## config.mk

```make
export PLATFORM = sky130hd
export DESIGN_NAME = pcileech_com_tx64
export DESIGN_NICKNAME = d
export VERILOG_FILES = /design/src/rtl/pcileech_com_tx64.sv
export SDC_FILE = /design/constraint.sdc
export NUM_CORES = 1
export LEC_CHECK = 0
export ABC_AREA = 1
export BUFFER_PORTS_ARGS = -buffer_cell sky130_fd_sc_hd__buf_4
export CAP_MARGIN = 0
export CORE_MARGIN = 1.5
export CORE_UTILIZATION = 40
export CTS_CLUSTER_DIAMETER = 120
export DETAILED_ROUTE_END_ITERATION = 7
export PLACE_DENSITY_LB_ADDON = 0.12
export SYNTH_ARGS = -nofsm -noshare
export SYNTH_HDL_FRONTEND = slang
export SYNTH_SLANG_ARGS = --single-unit
```

## constraint.sdc

```tcl
create_clock -name clk -period 4.6 [get_ports clk]
set_input_delay 0.23 -clock clk [delete_from_list [all_inputs] [get_ports clk]]
set_output_delay 0.23 -clock clk [all_outputs]
set_load 0.02 [all_outputs]
```

## src/rtl/pcileech_com_tx64.sv

```systemverilog
// 64->32 serializer for the COM TX path: upper DWORD first, optional 0x66665555 resync pairs on 64-bit boundaries.
// Optional feature: define COM_TX_RESYNC_EN to enable resync-pair insertion.
module pcileech_com_tx64 #(
    parameter logic [15:0] RESYNC_INTERVAL = 16'd4096
) (
    input  logic        clk,
    input  logic        rst_n,
    input  logic [63:0] din,
    input  logic        din_valid,
    output logic        din_ready,
    output logic [31:0] dout,
    output logic        dout_valid,
    input  logic        dout_ready,
    input  logic        resync_req,
    output logic [31:0] word_count,
    output logic [15:0] sync_count
);
    typedef enum logic [2:0] {IDLE, HI, LO, SYNC1, SYNC2} state_t;
    localparam logic [31:0] SYNC_WORD = 32'h66665555;

    state_t      state_q, state_d;
    logic [63:0] hold_q, hold_d;
    logic [31:0] word_cnt_q, word_cnt_d;
    logic [15:0] sync_cnt_q, sync_cnt_d;
    logic        pending_q, pending_d;
    logic        resync_due;
    logic        in_xfer, out_xfer, enter_sync1;

    assign in_xfer     = din_valid & din_ready;
    assign out_xfer    = dout_valid & dout_ready;
    assign enter_sync1 = (state_d == SYNC1) && (state_q != SYNC1);

`ifdef COM_TX_RESYNC_EN
    localparam logic PEND_RST = 1'b1;
    logic [15:0] interval_q, interval_d;
    logic        interval_hit;

    // The LO transfer that completes the Nth word must already steer to SYNC1,
    // so the interval hit is looked ahead rather than waiting for the flag.
    assign interval_hit = (RESYNC_INTERVAL != 16'd0) && (state_q == LO) &&
                          (interval_q + 16'd1 == RESYNC_INTERVAL);
    assign resync_due   = pending_q | interval_hit;

    always_comb begin
        interval_d = interval_q;
        if (enter_sync1)
            interval_d = '0;
        else if (state_q == LO && out_xfer && interval_q != RESYNC_INTERVAL)
            interval_d = interval_q + 16'd1;
    end

    always_comb begin
        pending_d  = (pending_q & ~enter_sync1) | resync_req;
        sync_cnt_d = sync_cnt_q;
        if (state_q == SYNC2 && out_xfer)
            sync_cnt_d = sync_cnt_q + 16'd1;
    end

    always_ff @(posedge clk or negedge rst_n) begin
        if (!rst_n) interval_q <= '0;
        else        interval_q <= interval_d;
    end
`else
    localparam logic PEND_RST = 1'b0;
    logic [16:0] unused_cfg;
    assign unused_cfg = {resync_req, RESYNC_INTERVAL};
    assign resync_due = pending_q;

    always_comb begin
        pending_d  = 1'b0;
        sync_cnt_d = '0;
    end
`endif

    // dout_ready -> din_ready is combinational so LO can hand straight over to the next HI.
    assign din_ready = ~resync_due & ((state_q == IDLE) | ((state_q == LO) & dout_ready));

    always_ff @(posedge clk or negedge rst_n) begin
        if (!rst_n) state_q <= IDLE;
        else        state_q <= state_d;
    end

    always_comb begin
        state_d = state_q;
        case (state_q)
            IDLE: begin
                if (resync_due)   state_d = SYNC1;
                else if (in_xfer) state_d = HI;
            end
            HI:    if (out_xfer) state_d = LO;
            LO: begin
                if (out_xfer) begin
                    if (resync_due)   state_d = SYNC1;
                    else if (in_xfer) state_d = HI;
                    else              state_d = IDLE;
                end
            end
            SYNC1: if (out_xfer) state_d = SYNC2;
            SYNC2: if (out_xfer) state_d = IDLE;
            default: state_d = IDLE;
        endcase
    end

    always_comb begin
        dout_valid = 1'b1;
        dout       = SYNC_WORD;
        case (state_q)
            HI:          dout = hold_q[63:32];
            LO:          dout = hold_q[31:0];
            SYNC1, SYNC2: dout = SYNC_WORD;
            default: begin
                dout_valid = 1'b0;
                dout       = '0;
            end
        endcase
    end

    always_comb begin
        hold_d     = in_xfer ? din : hold_q;
        word_cnt_d = word_cnt_q;
        if (state_q == LO && out_xfer)
            word_cnt_d = word_cnt_q + 32'd1;
    end

    always_ff @(posedge clk or negedge rst_n) begin
        if (!rst_n) begin
            hold_q     <= '0;
            word_cnt_q <= '0;
            sync_cnt_q <= '0;
            pending_q  <= PEND_RST;
        end else begin
            hold_q     <= hold_d;
            word_cnt_q <= word_cnt_d;
            sync_cnt_q <= sync_cnt_d;
            pending_q  <= pending_d;
        end
    end

    assign word_count = word_cnt_q;
    assign sync_count = sync_cnt_q;
endmodule

```

==> insert_results.sql <==
INSERT INTO impl_metrics (metric_group, metric, value, unit) VALUES
('clock_network', 'tritoncts', 'done', ''),
('synthesis', 'flip_flop_and_latch_count_after_synthesis', '99', ''),
('place', 'port_buffers', '133', ''),
('detailed_routing', 'drc_errors', '0', ''),
('run', 'cap_violations', '0', ''),
('floorplan', 'boundaryPins', '151', ''),
('synthesis', 'synth.top_cell.area_share', '50.4', '%'),
('floorplan', 'dieWidth', '114', 'um'),
('worst_setup_path', 'cp-start-kind', 'register', ''),
('timing', 'final-hold-violation-count', '0', ''),
('final_layout', 'area.sequential', '2480', 'um^2'),
('final_layout', 'antenna-diode-count', '0', ''),
('final_layout', 'instances_no_fill', '891', ''),
('worst_setup_path', 'worst_flop_to_flop_path_startpoint', 'state_q[2]', ''),
('synthesis', 'netlist_instances', '618', ''),
('pwr', 'p_leak', '3.26', 'nW'),
('grt', 'grt_max_degree', '98', ''),
('floorplan', 'fp.dieH', '114', 'um'),
('synthesis', 'postSynth.topFlopCell', 'dfrtp_1', ''),
('synthesis', 'synth.most_common_cell', 'nand2_1', ''),
('pwr', 'power.ir.vdd_worst', '0.408', 'mV'),
('synthesis', 'synth_top_area_cell', 'dfrtp_1', ''),
('final_layout', 'final_cell_area', '6190', 'um^2'),
('pwr', 'p_per_area', '606', 'nW/um^2'),
('worst_setup_path', 'arrival_time_worst_endpoint', '3.04', 'ns'),
('floorplan', 'placeableCoreArea', '12000', 'um^2'),
('synthesis', 'synth-seq-area-share', '50.4', '%'),
('timing', 'rsz_0062_raised_after_global_routing', 'false', ''),
('synthesis', 'synth-warning-count', '0', ''),
('floorplan', 'rows', '40', ''),
('grt', 'first_global_vias', '4277', ''),
('grt', 'globalRouteOverflowTotal', '0', ''),
('worst_setup_path', 'crit_end_category', 'register', ''),
('detailed_routing', 'dr.pass1.iters', '4', ''),
('final_layout', 'syn_to_final_growth', '26.0', '%'),
('clock_network', 'path_clk_slew', '0.07', 'ns'),
('clock_network', 'cts_buffers', '9', ''),
('clock_network', 'clkLatencyLatePin', '0.34', 'ns'),
('final_layout', 'postLayoutCoreUtil', '51.6', '%'),
('grt', 'grt_antenna_before_repair', '0', ''),
('synthesis', 'synth_area_leaders', 'dfrtp_1, nand2_1, nand3_1', ''),
('clock_network', 'number_of_levels_the_h_tree_was_split_into', '3', ''),
('final_layout', 'post_route_cells_drive_above_1_share', '22.0', '%'),
('worst_setup_path', 'worstSetupStartpoint', 'state_q[2]', ''),
('final_layout', 'footprint_of_the_multi_input_gates', '1990', 'um^2'),
('clock_network', 'tritoncts_num_sinks', '99', ''),
('clock_network', 'cts_max_path_buffers', '2', ''),
('worst_setup_path', 'crit_path_max_fanout', '97', ''),
('pwr', 'total_power', '3.76', 'mW'),
('place', 'dp.cells', '874', ''),
('floorplan', 'floorplan.initialDensity', '40.9', '%'),
('floorplan', 'floorplan.die_area', '13000', 'um^2'),
('timing', 'drv_slew', '0', ''),
('final_layout', 'fillCellCount', '1176', ''),
('min_path', 'hold_start', 'din[10]', ''),
('timing', 'setup_total_negative_slack', '0', 'ns'),
('status', 'run_status', 'finished, final reports clean', ''),
('grt', 'first_pass_grt_wire_length', '20100', 'um'),
('synthesis', 'synth_edf_count', '0', ''),
('timing', 'report.final.setup_viol', '0', ''),
('synthesis', 'synth.avg_cell_area', '7.96', 'um^2'),
('synthesis', 'count_of_different_cell_masters_after_synthesis', '25', ''),
('timing', 'tightest_slew', '0.969', 'ns'),
('synthesis', 'async_flop_share', '100', '%'),
('timing', 'fin_crit_share', '62.0', '%'),
('timing', 'fmax', '350', 'MHz'),
('timing', 'post-route-min-period', '2.85', 'ns'),
('timing', 'max_slew_margin', '35.4', '%'),
('grt', 'grt.total_usage', '19.5', '%'),
('place', 'gpl.final_weighted_congestion', '0.870', ''),
('synthesis', 'synth_top_cells_by_count', 'nand2_1, dfrtp_1, inv_1', '');
==> layer usage <==
layer	part of all wire [%]	GRT usage, %
met1	45	25.4
met2	48	32.1
met3	5.6	3.40
met4	2.0	8.58
met5	0	0
==> worst max-delay path: stages (launching register included) <==
cell,delay [ns]
dfrtp_1,0.39
inv_1,0.15
nand3_2,0.13
inv_2,0.48
nand2_4,0.14
nand2_4,0.38
nand2_4,0.61
nor2_1,0.30
a21oi_1,0.07
==> metrics by stage <==
stage	hold WS, ns	setup WS, ns
final	0.117	1.75
after global routing	0.117	1.43
after CTS	0.104	1.70
after detailed placement	0.356	1.70
after global placement	0.349	1.80
after floorplan	-0.0656	2.97
==> timing repair <==
action / in CTS / in global routing
gates resized for setup: 0 / 0
hold buffers: 1 / 0
hold endpoints to repair: 43 / 0
setup buffers: 0 / 0
setup endpoints to repair: 0 / 0
==> state kept, by name, indices dropped and copies added, names as in the netlist <==
register and count:
state_q 3, word_count 32, hold_q 64
==> logic make-up after synthesis <==
family	Yosys count	synth area share [%]
AO/OA/AOI/OAI	82	8.35
buffers and inverters	108	10.4
adder cells (fa/ha/maj)	1	0.254
flip-flops	99	50.4
other	1	0.0763
AND/OR/NAND/NOR	307	27.0
XOR/XNOR	20	3.56
==> area by class of cell <==
type | instances | area share (%)
clock buffer | 11 | 3.92
clock inverter | 5 | 0.465
inverter | 67 | 4.06
multi-input combinational | 426 | 32.1
sequential | 99 | 40.0
tap | 147 | 2.97
timing repair buffer | 136 | 16.5
==> layout by cell type, fill, tap and decap left out <==
cell	synthesis	routed
nand2_1	160	160
buf_4	17	135
dfrtp_1	99	99
inv_1	64	64
nor2_1	57	57
nand3_1	55	55
a21oi_1	48	48
o21ai_0	34	34
conb_1	1	16
nand4_1	13	13
xnor2_1	12	12
clkbuf_16	0	9
xor2_1	8	8
nor3_1	7	7
nor2_2	5	5
clkinv_2	0	4
inv_2	3	3
nand2_4	3	3
nand3b_1	3	3
nand3_2	1	1
nand2_2	1	1
nor2_4	1	1
and2_1	1	1
ha_1	1	1
clkbuf_1	11	1
clkbuf_8	0	1
clkinv_4	0	1
dlygate4sd3_1	0	1
==> where the power goes <==
part / switching, mW / total, mW / internal, mW
registers: 0.145 / 1.32 / 1.17
clock network: 0.321 / 0.700 / 0.379
logic: 1.12 / 1.74 / 0.620
==> worst paths after layout <==
check	cells after the start	slack, ns	end
min in group asynchronous	2	0.50	word_count[8]
min	3	0.12	hold_q[10]
max reg2reg	8	1.75	hold_q[42]
max in group asynchronous	3	3.08	hold_q[31]
min reg2reg	2	0.47	hold_q[3]
max	8	1.75	hold_q[42]
No activity file was read; power rests on OpenSTA's default activity.
